## config.mk

```make
export PLATFORM = sky130hd
export DESIGN_NAME = adder_vector_sequencer
export DESIGN_NICKNAME = d
export VERILOG_FILES = /design/src/rtl/adder_vector_sequencer.sv
export SDC_FILE = /design/constraint.sdc
export NUM_CORES = 1
export LEC_CHECK = 0
export CORE_ASPECT_RATIO = 1.4
export CORE_MARGIN = 1.5
export CORE_UTILIZATION = 40
export CTS_CLUSTER_DIAMETER = 200
export DETAILED_ROUTE_END_ITERATION = 10
export GPL_TIMING_DRIVEN = 1
export HOLD_SLACK_MARGIN = 0.15
export PLACE_DENSITY = 0.67
export SYNTH_ARGS = -nofsm -noshare
export SYNTH_HDL_FRONTEND = slang
export SYNTH_SLANG_ARGS = --single-unit
```

## constraint.sdc

```tcl
create_clock -name clk -period 3.6 [get_ports clk]
set_clock_uncertainty 0.1 [all_clocks]
set_input_delay 0.72 -clock clk [delete_from_list [all_inputs] [get_ports clk]]
set_output_delay 0.72 -clock clk [all_outputs]
set_load 0.05 [all_outputs]
```

## src/rtl/adder_vector_sequencer.sv

```systemverilog
// Clocked stimulus/check stage for a 4-bit ripple adder: drives {ai,bi,ci} from a 9-bit LFSR and counts mismatches.
// Define ADDER_EXHAUSTIVE_EN to replace the LFSR with a 512-vector exhaustive up-counter sweep.
module adder_vector_sequencer #(
  parameter int         NUM_VECTORS   = 32,
  parameter int         SETTLE_CYCLES = 1,
  parameter logic [8:0] SEED          = 9'h1A5
) (
  input  logic       clk,
  input  logic       rst,
  input  logic       start,
  input  logic [3:0] s,
  input  logic       cout,
  output logic [3:0] ai,
  output logic [3:0] bi,
  output logic       ci,
  output logic       busy,
  output logic       done,
  output logic       pass,
  output logic [7:0] err_cnt,
  output logic [8:0] first_err_vec
);

`ifdef ADDER_EXHAUSTIVE_EN
  localparam int         VW       = 10;
  localparam logic [9:0] LAST_VEC = 10'd511;
  localparam logic [8:0] GEN_INIT = 9'h000;
`else
  localparam int         VW       = 8;
  localparam logic [7:0] LAST_VEC = 8'(NUM_VECTORS - 1);
  localparam logic [8:0] GEN_INIT = (SEED == 9'h000) ? 9'h001 : SEED;
`endif
  localparam logic [3:0] LAST_SETTLE = 4'(SETTLE_CYCLES - 1);

  typedef enum logic [1:0] {IDLE, DRIVE, CHECK, DONE} state_t;

  state_t        state;
  logic [8:0]    gen;
  logic [VW-1:0] vec_cnt;
  logic [3:0]    settle;

  logic [4:0]    golden;
  logic          mismatch;
  logic [8:0]    gen_adv;
  logic [7:0]    err_nxt;

  function automatic logic [8:0] gen_next(input logic [8:0] x);
`ifdef ADDER_EXHAUSTIVE_EN
    return x + 9'd1;
`else
    return {x[7:0], x[8] ^ x[4]};
`endif
  endfunction

  assign golden   = {1'b0, ai} + {1'b0, bi} + {4'b0000, ci};
  assign mismatch = ({cout, s} != golden);
  assign gen_adv  = gen_next(gen);
  assign err_nxt  = (mismatch && (err_cnt != 8'hFF)) ? err_cnt + 8'd1 : err_cnt;

  always_ff @(posedge clk or posedge rst) begin
    if (rst) begin
      state         <= IDLE;
      gen           <= GEN_INIT;
      vec_cnt       <= '0;
      settle        <= '0;
      ai            <= '0;
      bi            <= '0;
      ci            <= 1'b0;
      busy          <= 1'b0;
      done          <= 1'b0;
      pass          <= 1'b0;
      err_cnt       <= '0;
      first_err_vec <= '0;
    end else begin
      case (state)
        IDLE, DONE: begin
          if (start) begin
            {ai, bi, ci}  <= gen;
            vec_cnt       <= '0;
            settle        <= '0;
            err_cnt       <= '0;
            first_err_vec <= '0;
            busy          <= 1'b1;
            done          <= 1'b0;
            pass          <= 1'b0;
            state         <= DRIVE;
          end
        end
        DRIVE: begin
          if (settle == LAST_SETTLE) state <= CHECK;
          else                       settle <= settle + 4'd1;
        end
        CHECK: begin
          err_cnt <= err_nxt;
          if (mismatch && (err_cnt == 8'h00)) first_err_vec <= {ai, bi, ci};
          // The generator always steps past the last vector so a restart from DONE continues the sequence.
          gen <= gen_adv;
          if (vec_cnt == LAST_VEC) begin
            busy  <= 1'b0;
            done  <= 1'b1;
            pass  <= (err_nxt == 8'h00);
            state <= DONE;
          end else begin
            {ai, bi, ci} <= gen_adv;
            vec_cnt      <= vec_cnt + 1'b1;
            settle       <= '0;
            state        <= DRIVE;
          end
        end
        default: state <= IDLE;
      endcase
    end
  end

endmodule
```

== Word level (Yosys, flattened, before mapping) ==
Cells that the tools add are included.

* Latch bits: 0
* Output and inout port bits: 29
* Bits in writable memories: 0
* Register bits: 52
* ROM bits: 0
* Memories kept: 0
* Input port bits: 8

* Reduce and logical (&&, ||, !) cells: 14
* Multiplexer cells: 33
* Equality and inequality tests: 12
* Order comparisons: 0
* Multiply operators: 0
* Shifts and indexed selects: 0
* Div/mod/pow operators: 0
* Add/sub/neg operators: 5
* Bitwise logic cells: 1

{| class="wikitable"
|+ Operator list
! cell !! number
|-
| 8-bit one-hot mux with 2 select lines || 2
|-
| 4-bit 2-to-1 mux || 7
|-
| 8-bit 2-to-1 mux || 3
|-
| 9-bit 2-to-1 mux || 2
|-
| 9-bit one-hot mux with 2 select lines || 1
|-
| 8-bit by 1-bit adder with 8-bit output (second input constant) || 2
|-
| 8-bit logical NOT || 2
|-
| 4-bit one-hot mux with 2 select lines || 2
|-
| 2-bit != test (second input constant) || 6
|-
| 4-bit one-hot mux with 3 select lines || 1
|-
| 3-bit AND reduction || 4
|-
| 8-bit by 5-bit equality test with 1-bit output (second input constant) || 1
|-
| 8-bit != test (second input constant) || 1
|-
| 1-bit one-hot mux with 2 select lines || 4
|-
| 1-bit 2-to-1 mux || 7
|-
| 2-bit 2-to-1 mux || 3
|-
| 2-bit one-hot mux with 3 select lines || 1
|-
| 4-bit by 4-bit adder with 5-bit output || 1
|-
| 5-bit by 1-bit adder with 5-bit output || 1
|-
| 5-bit != test || 1
|-
| 4-bit by 1-bit adder with 4-bit output (second input constant) || 1
|-
| 2-bit equality test (second input constant) || 2
|-
| 4-bit logical NOT || 1
|-
| 2-bit AND reduction || 2
|-
| other kinds (6) || 7
|}

== Depth between registers and ports, before layout ==
* Word-level depth: 8
* Gate-level depth with buffers: 11
* Depth with buffers taken out: 10

== Worst setup path after synthesis ==
No wires, ideal clock.

* Path type: reg2reg
* Start: reg ai[0]
* End: reg first_err_vec[6]
* Buffers on the path: 2
* Path slack: 0.329 ns
* Clock period less this slack: 3.271 ns
* Library setup time: 0.080 ns
* Required time: 3.420 ns
* Cell stages (with the launch flop): 12
* Arrival: 3.091 ns
* Path through: dfrtp_1 > inv_1 > fa_1 > inv_1 > fa_1 > xor2_1 > or3_1 > buf_2 > o2111a_2 > buf_6 > mux2_4 > o211ai_2

* Cells in the longest elaborated chain, start to end: 6

{| class="wikitable"
|+ RTL lines
! element !! line !! RTL
|-
| start: declaration || 13 || <nowiki>output logic [3:0] ai,</nowiki>
|-
| start signal: assignment || 77 || <nowiki>{ai, bi, ci} <= gen;</nowiki>
|-
| start signal: assignment || 103 || <nowiki>{ai, bi, ci} <= gen_adv;</nowiki>
|-
| 4-bit by 4-bit adder with 5-bit output || 54 || <nowiki>assign golden = {1'b0, ai} + {1'b0, bi} + {4'b0000, ci};</nowiki>
|-
| 5-bit by 1-bit adder with 5-bit output || 54 ||
|-
| 5-bit != test || 55 || <nowiki>assign mismatch = ({cout, s} != golden);</nowiki>
|-
| 1-bit logical AND || 94 || <nowiki>if (mismatch && (err_cnt == 8'h00)) first_err_vec <= {ai, bi, ci};</nowiki>
|-
| 2-bit != test (no source line) || n/a ||
|-
| 3-bit AND reduction (no source line) || n/a ||
|-
| end signal: assignment || 94 ||
|-
| end: declaration || 20 || <nowiki>output logic [8:0] first_err_vec</nowiki>
|}

Every way passes these cells.
A chain may end at the register's enable or synchronous reset.

== Final worst setup path ==
* Start: reg ai[0]
* End: reg first_err_vec[8]

Same word-level chain as after synthesis.

==> impl_metrics.yaml <==
timing:
  finalHoldViolCount: 0
  setup-tns-final_ns: 0
  maxSlewHeadroom_pct: 24.2
  max_freq_ghz: 0.318
  whs_ns: 0.408
  tightest_slew_ns: 1.13
  fin_crit_sh_pct: 87.3
  slew_viol_final: 0
  rsz0062_at_grt: "no"
  period_needed_ns: 3.14
  setup_viol: 0
clock_network:
  clk_pin_slew_worst_paths_ns: 0.11
  postCtsHoldBufs: 0
  cts_buffer_depth: 2
  cts_max_level: 2
  cts.repair.resized: 0
  clk_latency_ns: 0.31
  post_cts_buffers: 0
  cts_buffers: 5
  cts_tree: "done"
  root_buffer: "clkbuf_8"
  clock-sinks: 52
worst_setup_path:
  crit_path_end_kind: "flip-flop"
  cp_max_fo: 12
  r2r-end: "first_err_vec[8]"
  crit_type: "reg -> reg"
  reg2reg_depth: 9
  regToRegSetupSlack_ns: 0.46
  critPathLaunchType: "flip-flop"
  cp.required_ns: 3.71
  cp_data_arrival_time_ns: 3.26
  r2r-start: "ai[0]"
  startpoint: "ai[0]"
routing:
  vias: 2506
  ant_nets: 0
  wl_per_cell_um: 14.7
  drt-pass1-iter-count: 4
  wl_um: 6800
  drc: 0
  drtIter0Drc: 131
  avgViaCountPerCell: 5.42
yosys:
  synth-seq-area-share_pct: 43.7
  netlist_instances: 333
  synthArstFlopShare_pct: 100
  post_synth_instance_area_sq_um: 2990
  ys.flop_type: "dfrtp_1"
  syn_nets: 354
  synth_edf_count: 0
  synth-seq-cells: 52
  ys_types: 57
  yosysWarnings: 0
  syn_area_per_cell_sq_um: 8.99
final_layout:
  n_antenna_cell: 0
  instances_no_fill: 462
  final_common_cell: "nand2_1"
  postLayoutCoreUtil_pct: 48.3
  area_growth_pct: 17.9
  final_cell_area_sq_um: 3530
  most-common-layout-cells: "62 x nand2_1, 47 x dfrtp_1, 36 x clkdlybuf4s50_1"
  drive_above_1_share_pct: 10.7
  seq_area_sq_um: 1310
  multi_input_area_sq_um: 1550
  nFillCells: 748
  nets: 385
die:
  die_w_um: 76.1
  dieArea_sq_um: 8020
  core_area_sq_um: 7310
  io_pins: 37
  rows: 37
  die-height_um: 105
  initial_core_util_pct: 40.9
global_route:
  antenna_found_initial: 0
  grt_pass1_vias: 2430
  grt_overflow: 0
  grt_pass1_wl_um: 11700
  grt_max_degree: 53
  grt_use_met1_pct: 21.6
  grtUsageMet3_pct: 3.03
  grt_use_total_pct: 17.9
  met2_usage_pct: 32.3
  busiest_layer: "met2"
min_path:
  hold_path_end: "gen[0]"
  hold_path_class: "reg -> reg"
  hold_depth: 2
  hp-start: "gen[0]"
flow_run:
  drv_cap: 0
placed_design:
  post_dp_cell_area_sq_um: 3440
  portBuffers: 36
  dpl.cell_count: 454
  gp_congestion: 0.870
  dp_hpwl_um: 4850
power:
  vdd_drop_max_mv: 0.408
  leakagePower_uw: 0.00161
  p_per_area_nw_per_um2: 773
run_status:
  outcome: "finished clean"
[sequential cells by signal (all words and copies together) (netlist names)]
name and flops:
ci 1, done 1, gen 9, ai 4, settle 4, first_err_vec 9
state 2, busy 1, bi 4, pass 1, vec_cnt 8, err_cnt 8
[final cells by class]
| cell class | instances | area share, % |
|---|---|---|
| well taps | 97 | 3.44 |
| inverters | 16 | 1.70 |
| repair buffers | 41 | 11.3 |
| multi-input cells | 248 | 43.9 |
| flip-flops and latches | 52 | 37.0 |
| clock buffers | 5 | 1.95 |
| clock inverters | 3 | 0.744 |
[synth_stat cells, types with 2 or more instances]
cell type  number  area share, %
or4_1           3           0.75
o31ai_1         2           0.50
nand2_1        62            7.8
fa_1            2            1.3
nor2b_1         4           0.84
buf_1           2           0.25
mux2_2         12            4.5
o22ai_1         3           0.63
a22o_1          3           0.88
clkbuf_2        2           0.33
nor4_1          3           0.63
nor2_1         14            1.8
ha_1           11            4.6
clkbuf_1        9            1.1
dfstp_2         5            4.4
nand3_1        17            2.8
dfrtp_1        47             39
a31oi_1         5            1.0
a21oi_1        13            2.2
a21o_1          9            2.3
inv_1          15            1.9
buf_2           3           0.50
xnor2_1         5            1.5
and3_1          6            1.3
or3_1           4           0.84
o21ai_0        27            4.5
nand2b_1        4           0.84
o211ai_1        4            1.0
or2_2           3           0.63
nor3_1          6            1.0
o21a_1          2           0.50
[critical path, stage by stage (launching register included)]
cell and delay, ns:
dfrtp_1 0.37, inv_1 0.08, fa_1 0.45, inv_1 0.09, fa_1 0.42, xor2_1 0.16
or3_1 0.45, o2111a_2 0.38, and2_0 0.30, a22o_1 0.24
[layer usage]
layer	vias to the layer above	share of wire, %
met4	0	1.3
li1	1237	-
met3	6	4.0
met5	-	0
met2	51	51
met1	1212	43
[stage by stage]
stage | power (uW) | setup slack [ns]
floorplan | 1990 | 0.329
global placement | 2380 | 0.524
detailed placement | 2390 | 0.481
CTS | 2760 | 0.447
global route | 2940 | 0.292
finish | 2730 | 0.456
[how the worst max path moves through the flow]
stage | endpoint | slack [ns] | depth (start not counted)
after CTS | first_err_vec[8] | 0.45 | 9
after global routing | first_err_vec[8] | 0.29 | 9
after detailed placement | first_err_vec[4] | 0.48 | 9
after global placement | first_err_vec[8] | 0.52 | 9
final | first_err_vec[8] | 0.46 | 9
after floorplan | first_err_vec[6] | 0.33 | 11
[power by group]
part	internal [uW]	switching (uW)	total, uW
combinational	518	949	1470
sequential	751	152	904
clock	142	216	359
[cell families after synthesis]
| logic type | synth area share (%) |
|---|---|
| adders and majority gates | 5.93 |
| xor gates and xnor gates | 1.76 |
| and+or+nand+nor | 21.1 |
| muxes | 5.35 |
| AOI/OAI and AO/OA | 17.6 |
| buffers and inverters | 4.60 |
| DFF | 43.7 |
No activity file was read; power rests on OpenSTA's default activity.
